--- config.mk ---
export PLATFORM = sky130hd
export DESIGN_NAME = lcd_seq_flat
export DESIGN_NICKNAME = d
export VERILOG_FILES = /design/src/rtl/lcd_seq_if.sv /design/src/rtl/lcd_seq.sv /design/src/flat_wrapper.sv
export SDC_FILE = /design/constraint.sdc
export NUM_CORES = 1
export LEC_CHECK = 0
export CAP_MARGIN = 10
export CELL_PAD_IN_SITES_DETAIL_PLACEMENT = 1
export CELL_PAD_IN_SITES_GLOBAL_PLACEMENT = 2
export CORE_MARGIN = 2
export CORE_UTILIZATION = 34
export CTS_CLUSTER_DIAMETER = 200
export DETAILED_ROUTE_END_ITERATION = 16
export HOLD_SLACK_MARGIN = 0.06
export PLACE_DENSITY_LB_ADDON = 0.15
export SYNTH_ARGS = -nofsm -noshare
export SYNTH_HDL_FRONTEND = slang
export SYNTH_SLANG_ARGS = --single-unit
--- constraint.sdc ---
create_clock -name clk -period 3.6 [get_ports clk]
set_input_delay 1.08 -clock clk [delete_from_list [all_inputs] [get_ports clk]]
set_output_delay 1.08 -clock clk [all_outputs]
set_load 0.1 [all_outputs]
--- src/rtl/lcd_seq_if.sv ---
// Character handshake from upstream plus the command/data drive toward lcd_ctrl.
interface lcd_seq_if;
  logic       char_valid;
  logic [7:0] char_data;
  logic       clear_req;
  logic       char_ready;
  logic       init_done;
  logic       rs_out;
  logic       rw_out;
  logic [7:0] data_out;
  logic       start_out;

  modport master (
    output char_valid, char_data, clear_req,
    input  char_ready, init_done, rs_out, rw_out, data_out, start_out
  );

  modport slave (
    input  char_valid, char_data, clear_req,
    output char_ready, init_done, rs_out, rw_out, data_out, start_out
  );
endinterface

--- src/rtl/lcd_seq.sv ---
// HD44780 4-bit init and character sequencer feeding lcd_ctrl; every transfer is
// paced by a fixed wait because lcd_ctrl reports no completion.
module lcd_seq #(
  parameter int unsigned PWR_WAIT = 150000,
  parameter int unsigned CMD_WAIT = 500,
  parameter int unsigned CLR_WAIT = 16000,
  parameter int unsigned COLS     = 16
) (
  input  logic     clk,
  input  logic     rst,
  lcd_seq_if.slave bus
);
  localparam int unsigned MAX_AB   = (PWR_WAIT > CMD_WAIT) ? PWR_WAIT : CMD_WAIT;
  localparam int unsigned MAX_WAIT = (MAX_AB > CLR_WAIT) ? MAX_AB : CLR_WAIT;
  localparam int unsigned CNT_W    = $clog2(MAX_WAIT + 1);
  localparam int unsigned COL_W    = $clog2(COLS + 1);
  localparam int unsigned ROM_N    = 6;

  localparam logic [7:0] CMD_CLEAR = 8'h01;
  localparam logic [7:0] ADDR_L0   = 8'h80;
  localparam logic [7:0] ADDR_L1   = 8'hC0;
  localparam logic [7:0] NEWLINE   = 8'h0A;

  typedef enum logic [2:0] {
    PWR, INIT_ISSUE, INIT_WAIT, IDLE, ISSUE, WAIT, ADDR_ISSUE, ADDR_WAIT
  } state_t;

  state_t           state;
  logic [CNT_W-1:0] cnt;
  logic [2:0]       rom_idx;
  logic             line;
  logic [COL_W-1:0] col;
  logic             addr_pend;
  logic [7:0]       addr_cmd;

  function automatic logic [7:0] init_rom(input logic [2:0] idx);
    case (idx)
      3'd0:    return 8'h33;
      3'd1:    return 8'h32;
      3'd2:    return 8'h28;
      3'd3:    return 8'h0C;
      3'd4:    return 8'h01;
      default: return 8'h06;
    endcase
  endfunction

  // Only a clear command needs the long hold; a data byte of 0x01 is ordinary.
  function automatic logic [CNT_W-1:0] wait_load(input logic rs, input logic [7:0] d);
    return (!rs && d == CMD_CLEAR) ? CNT_W'(CLR_WAIT - 1) : CNT_W'(CMD_WAIT - 1);
  endfunction

  always_ff @(posedge clk) begin
    if (rst) begin
      state          <= PWR;
      cnt            <= '0;
      rom_idx        <= '0;
      line           <= 1'b0;
      col            <= '0;
      addr_pend      <= 1'b0;
      addr_cmd       <= 8'h00;
      bus.char_ready <= 1'b0;
      bus.init_done  <= 1'b0;
      bus.rs_out     <= 1'b0;
      bus.rw_out     <= 1'b0;
      bus.data_out   <= 8'h00;
      bus.start_out  <= 1'b0;
    end else begin
      bus.start_out <= 1'b0;
      bus.rw_out    <= 1'b0;
      case (state)
        PWR: begin
          if (cnt == CNT_W'(PWR_WAIT)) begin
            bus.start_out <= 1'b1;
            bus.rs_out    <= 1'b0;
            bus.data_out  <= init_rom(3'd0);
            rom_idx       <= 3'd0;
            state         <= INIT_ISSUE;
          end else begin
            cnt <= cnt + CNT_W'(1);
          end
        end
        INIT_ISSUE: begin
          cnt   <= wait_load(bus.rs_out, bus.data_out);
          state <= INIT_WAIT;
        end
        INIT_WAIT: begin
          if (cnt != '0) begin
            cnt <= cnt - CNT_W'(1);
          end else if (rom_idx == 3'(ROM_N - 1)) begin
            bus.init_done  <= 1'b1;
            bus.char_ready <= 1'b1;
            state          <= IDLE;
          end else begin
            rom_idx       <= rom_idx + 3'd1;
            bus.start_out <= 1'b1;
            bus.data_out  <= init_rom(rom_idx + 3'd1);
            state         <= INIT_ISSUE;
          end
        end
        IDLE: begin
          if (bus.char_valid && bus.char_ready) begin
            bus.char_ready <= 1'b0;
            bus.start_out  <= 1'b1;
            addr_pend      <= 1'b0;
            state          <= ISSUE;
            if (bus.clear_req) begin
              bus.rs_out   <= 1'b0;
              bus.data_out <= CMD_CLEAR;
              line         <= 1'b0;
              col          <= '0;
            end else if (bus.char_data == NEWLINE) begin
              bus.rs_out   <= 1'b0;
              bus.data_out <= line ? ADDR_L0 : ADDR_L1;
              line         <= ~line;
              col          <= '0;
            end else begin
              bus.rs_out   <= 1'b1;
              bus.data_out <= bus.char_data;
              // Last column: queue the line-change address behind this write.
              if (col == COL_W'(COLS - 1)) begin
                addr_pend <= 1'b1;
                addr_cmd  <= line ? ADDR_L0 : ADDR_L1;
                line      <= ~line;
                col       <= '0;
              end else begin
                col <= col + COL_W'(1);
              end
            end
          end
        end
        ISSUE: begin
          cnt   <= wait_load(bus.rs_out, bus.data_out);
          state <= WAIT;
        end
        WAIT: begin
          if (cnt != '0) begin
            cnt <= cnt - CNT_W'(1);
          end else if (addr_pend) begin
            addr_pend     <= 1'b0;
            bus.start_out <= 1'b1;
            bus.rs_out    <= 1'b0;
            bus.data_out  <= addr_cmd;
            state         <= ADDR_ISSUE;
          end else begin
            bus.char_ready <= 1'b1;
            state          <= IDLE;
          end
        end
        ADDR_ISSUE: begin
          cnt   <= CNT_W'(CMD_WAIT - 1);
          state <= ADDR_WAIT;
        end
        ADDR_WAIT: begin
          if (cnt != '0) begin
            cnt <= cnt - CNT_W'(1);
          end else begin
            bus.char_ready <= 1'b1;
            state          <= IDLE;
          end
        end
        default: state <= PWR;
      endcase
    end
  end
endmodule

--- src/flat_wrapper.sv ---
// flat-port wrapper written by rule: the top's interface ports become plain ports
module lcd_seq_flat 
#(
  parameter int unsigned PWR_WAIT = 150000,
  parameter int unsigned CMD_WAIT = 500,
  parameter int unsigned CLR_WAIT = 16000,
  parameter int unsigned COLS     = 16
)
  (clk, rst, bus_char_valid, bus_char_data, bus_clear_req, bus_char_ready, bus_init_done, bus_rs_out, bus_rw_out, bus_data_out, bus_start_out);
  lcd_seq_if bus_i ();
  input  logic clk;
  input  logic rst;
  input wire logic [$bits(bus_i.char_valid)-1:0] bus_char_valid;
  input wire logic [$bits(bus_i.char_data)-1:0] bus_char_data;
  input wire logic [$bits(bus_i.clear_req)-1:0] bus_clear_req;
  output wire logic [$bits(bus_i.char_ready)-1:0] bus_char_ready;
  output wire logic [$bits(bus_i.init_done)-1:0] bus_init_done;
  output wire logic [$bits(bus_i.rs_out)-1:0] bus_rs_out;
  output wire logic [$bits(bus_i.rw_out)-1:0] bus_rw_out;
  output wire logic [$bits(bus_i.data_out)-1:0] bus_data_out;
  output wire logic [$bits(bus_i.start_out)-1:0] bus_start_out;
  assign bus_i.char_valid = bus_char_valid;
  assign bus_i.char_data = bus_char_data;
  assign bus_i.clear_req = bus_clear_req;
  assign bus_char_ready = bus_i.char_ready;
  assign bus_init_done = bus_i.init_done;
  assign bus_rs_out = bus_i.rs_out;
  assign bus_rw_out = bus_i.rw_out;
  assign bus_data_out = bus_i.data_out;
  assign bus_start_out = bus_i.start_out;
  lcd_seq #(.PWR_WAIT(PWR_WAIT), .CMD_WAIT(CMD_WAIT), .CLR_WAIT(CLR_WAIT), .COLS(COLS)) u_core (.clk(clk), .rst(rst), .bus(bus_i));
endmodule
## Word level (Yosys, flattened, before mapping)

Cells that the tools add are included.

| cells by class | value |
|---|---|
| $add $sub $neg | 4 |
| equal/unequal tests | 27 |
| bitwise operators | 4 |
| reduce and logical (&&, ||, !) cells | 26 |
| multiplexer cells | 60 |

Operators with widths:

| kind | number |
|---|---|
| 18-bit case mux with 4 select lines | 1 |
| 8-bit 2-to-1 mux | 8 |
| 18-bit 2-to-1 mux | 2 |
| 8-bit case mux with 4 select lines | 1 |
| 6-bit case mux with 5 select lines | 1 |
| 3-bit 2-to-1 mux | 9 |
| 1-bit 2-to-1 mux | 26 |
| 3-bit case mux with 8 select lines | 1 |
| 18-bit by 1-bit adder with 18-bit output, second input constant | 1 |
| 18-bit == test, second input constant | 1 |
| 3-bit == test, second input constant | 6 |
| 18-bit nonzero test | 1 |
| 18-bit by 1-bit subtractor with 18-bit output, second input constant | 1 |
| 5-bit 2-to-1 mux | 3 |
| 5-bit AND reduction | 3 |
| 14-bit 2-to-1 mux | 1 |
| 7-bit AND reduction | 2 |
| 3-bit by 2-bit == test with 1-bit output, second input constant | 4 |
| 2-bit inequality test, second input constant | 6 |
| 3-bit AND reduction | 4 |
| 4-bit nonzero test | 3 |
| 2-bit by 1-bit inequality test with 1-bit output, second input constant | 5 |
| 8-bit by 1-bit == test with 1-bit output, second input constant | 1 |
| 8-bit by 4-bit == test with 1-bit output, second input constant | 1 |
| 20 further kinds | 29 |

| word-level totals | value |
|---|---|
| output and inout bits | 13 |
| word-level logic and storage cells | 133 |
| bits in registers | 51 |
| bits of input ports | 12 |

## Depth between registers and ports, before layout

Gate-level depths: netlist of run 1.

| depth | value |
|---|---|
| word-level depth | 6 |
| gate-level depth with buffers | 13 |

## Worst setup path before layout of run 1

Ideal clock, no wire load.

| timing | value |
|---|---|
| kind | register to register |
| start point | register u_core.state[1] |
| end point | register u_core.cnt[10] |
| path slack | 546 ps |
| arrival time | 2,979 ps |
| buffers on the path | 1 |
| cell stages (with the launch flop) | 13 |
| cell sequence | dfxtp_1 > buf_2 > nor2b_1 > nand2_1 > nand2_1 > inv_1 > fa_1 > nand2b_1 > a21oi_1 > o311a_1 > nor3_1 > or3b_2 > a31oi_1 |

| between the ends | value |
|---|---|
| word-level cells in the longest chain between the ends | 4 |
| elaborated cells on any way between the ends | 14 |

RTL lines:

| what | line | text |
|---|---|---|
| from (decl) | lcd_seq.sv:28 | `state_t state;` |
| from (signal assigned) | lcd_seq.sv:54 | `state <= PWR;` |
| from (signal assigned) | lcd_seq.sv:77 | `state <= INIT_ISSUE;` |
| from (signal assigned) | lcd_seq.sv:84 | `state <= INIT_WAIT;` |
| 3-bit by 2-bit == test with 1-bit output, or another cell as far along | -- |  |
| 3-bit OR reduction (no source line) or 2-bit OR reduction (tied branches) | -- |  |
| 2-bit by 1-bit inequality test with 1-bit output (no source line) or 4-bit nonzero test (tied branches) | -- |  |
| 3-bit AND reduction (no source line) | -- |  |
| to (signal assigned) | lcd_seq.sv:79 | `cnt <= cnt + CNT_W'(1);` |
| to (signal assigned) | lcd_seq.sv:83 | `cnt <= wait_load(bus.rs_out, bus.data_out);` |
| to (signal assigned) | lcd_seq.sv:88 | `cnt <= cnt - CNT_W'(1);` |
| to (decl) | lcd_seq.sv:29 | `logic [CNT_W-1:0] cnt;` |

Parallel ways exist; a longest one is shown, timed or not.
A chain may end at the register's enable or synchronous reset.

## Worst setup path after layout of run 1

| timing | value |
|---|---|
| start point | register u_core.state[2] |
| end point | register u_core.cnt[15] |

Same word-level chain as after synthesis.

==> results of run 1 <==
-- kinds of logic (layout without fill, tap and decap cells) --
logic type / after synthesis / in the layout / synth area share
AND/OR/NAND/NOR: 170 / 170 / 0.270
AO/OA/AOI/OAI: 126 / 126 / 0.253
flip-flops: 45 / 45 / 0.282
buffers and inverters: 38 / 60 / 0.0490
adder cells (fa/ha/maj): 24 / 24 / 0.0964
XOR/XNOR: 16 / 16 / 0.0439
other: 1 / 1 / 0.00117
multiplexers: 1 / 1 / 0.00353
-- stage by stage --
stage	setup slack [ns]	std cells	hold WS, ns	power (mW)	util
2_1_floorplan	0.546	421	0.440	0.564	-
3_3_place_gp	0.375	546	0.452	0.591	0.386
3_5_place_dp	0.345	546	0.465	0.592	0.386
4_1_cts	0.447	554	0.478	0.910	0.396
5_1_grt	0.136	554	0.515	0.940	0.396
6_report	0.436	554	0.472	0.897	0.396
-- power by group through the flow --
stage,clock (mW),combinational [mW],sequential [mW]
floorplan,0,0.0492,0.514
global placement,0,0.0756,0.515
detailed placement,0,0.0764,0.515
CTS,0.330,0.0765,0.504
global route,0.353,0.0833,0.504
finish,0.317,0.0765,0.503
-- area by class of cell --
| class | instances | area [um^2] |
|---|---|---|
| clock buffer | 7 | 76.3 |
| clock inverter | 1 | 7.51 |
| fill | 1134 | 5530 |
| inverter | 16 | 60.1 |
| multi-input combinational | 338 | 2140 |
| sequential | 45 | 901 |
| tap | 111 | 139 |
| timing repair buffer | 36 | 298 |
-- critical path, stage by stage, from the launching register on --
cell and delay [ns]:
dfxtp_1 0.50, nor2b_1 0.11, nand2_1 0.12, nand2_1 0.21
buf_4 0.25, ha_1 0.37, a21oi_1 0.26, o211ai_1 0.14
a211oi_1 0.35, o31ai_1 0.21, o31ai_1 0.27, xor2_1 0.17
o32ai_1 0.08
-- placed cells by master, fill, tap and decap left out, types with 3 or more instances in the layout --
master and count:
a211oi_1 8, a21o_1 5, a21oi_1 43, a311oi_1 5, a31oi_1 6, buf_4 25
clkbuf_8 5, clkdlybuf4s50_1 11, dfxtp_1 45, ha_1 23, inv_1 16, nand2_1 41
nand2b_1 13, nand3_1 11, nand4_1 8, nor2_1 44, nor3_1 22, nor4_1 5
o211ai_1 5, o21ai_0 26, o22ai_1 5, o31ai_1 3, o32ai_1 4, or3_1 5
or4_1 3, xnor2_1 10, xor2_1 6
-- state kept, by name, summed over array words and instances (netlist names), 2 cells and up --
name	cells
u_core.addr_cmd	2
u_core.state	3
u_core.bus.data_out	8
u_core.col	5
u_core.rom_idx	3
u_core.cnt	18
-- path summary, 6_finish.rpt --
kind / end / slack (ns) / cells past startpoint
setup reg to reg: u_core.cnt[15] / 0.44 / 12
hold / removal: u_core.bus.data_out[3] / 0.47 / 2
hold reg to reg: u_core.bus.data_out[3] / 0.47 / 2
setup / recovery: u_core.cnt[15] / 0.44 / 12
-- metal layers --
metal | track usage | vias up
met4 | 0.0333 | 0
met2 | 0.318 | 41
met3 | 0.0305 | 6
met1 | 0.306 | 1529
li1 | - | 1590
met5 | 0 | -
==> reports/metrics.cfg, run 1 <==
[power_and_ir_drop]
ir_drop_uv=162
p_clk_frac=0.354
comb_power_share=0.085
p_leak_nw=1.35
seqPwrFrac=0.561
intPower_mw=0.666
power.density_nw_per_um2=248
swShare=0.258
p_sw_mw=0.232

[logic_synthesis]
synth_commonest_cells=45 x dfxtp_1, 44 x nor2_1, 43 x a21oi_1, 41 x nand2_1, 26 x o21ai_0
yosysUniqueCellTypes=56
syn_inst=421
synth_most_common_cell=dfxtp_1
yosysWarningCount=0
synth_seq_area_share=0.282
synth-seq-cells=45
yosysTopAreaCell=dfxtp_1
ys_top_cells_by_area=dfxtp_1 28%, ha_1 9.0%, a21oi_1 6.7%, nor2_1 5.2%, nand2_1 4.8%
synth_edf_count=0
syn_nets=457
yosys_most_used_dff=dfxtp_1
syn_area_um2=3190
async_flop_share=0
synth_top_area_frac=0.282
avgSynthCellArea_um2=7.58

[sta]
period_share=0.879
fin_crit_ns=3.16
fmax_mhz=316
hold_viol=0
rsz0062_at_grt=false
slew_headroom=0.452
tns_ns=0
drv_slew=0
fin_skew_ns=0.0107
finalSetupViolations=0
tightest_slew_ns=0.815

[floorplan]
io_pins=25
fp.dieH_um=101
core_um2=9150
initial_utilization=0.349
rows=35
dieArea_um2=10200
fp.dieW_um=101

[setup_path]
regToRegStartpoint=u_core.state[2]
endpoint_kind=flip-flop
crit_required_ns=3.79
path_max_fanout=7
setup.worst_path.start=u_core.state[2]
startpoint_type=flip-flop
arrival_ns=3.36
path_class=reg -> reg

[placement]
io_buffers=23
gp_congestion=0.817
placed_area_um2=3540
place_hpwl_mm=7.79

[clock_tree]
cts-resized-gates=0
clk_pin_slew_ns=0.09
clock_latency_ns=0.31
cts_tree=done
hold_buffers=0
clock-root-buffer=clkbuf_8
clock_sinks=45
cts-buffers-inserted=5
post_cts_buffers=0
clk_path_buf_depth=2
ctsHtreeMaxLevel=2

[cells_and_area]
insertedDiodeCount=0
synthToLayoutAreaGrowth_pct=13.4
nets=478
drive_above_1_share=0.0971
fin_area_um2=3620

[routing]
drtPass1Iterations=4
dr_wl_met3_um=319
num_vias=3166
wl_mm=9.99
vias_per_cell=5.71
drtAntennaViolNets=0
drcViolationCount=0
met2WireLength_mm=4.49
post_drt_wl_per_cell_um=18.0
wl_met1_mm=5.13
dr.max_layer_used=met4
initialDrtViolationCount=136

[grt]
grt_usage=0.206
grt_max_degree=26
grt_pass1_vias=3182
grt_pass1_wl_mm=16.6
grt-ovfl-total=0
antenna_found_initial=0

[hold_path]
min_from=u_core.bus.data_out[3]
hold_class=reg -> reg

[status]
status=complete, no violations

[job]
maxCapViolCount=0

No activity file was read; power rests on OpenSTA's default activity.
==> run 2: changes to the inputs <==
Settings changed: CAP_MARGIN 10 to 0.
==> results of run 2 <==
Final layout, timing and power as in run 1 (identical DEF).
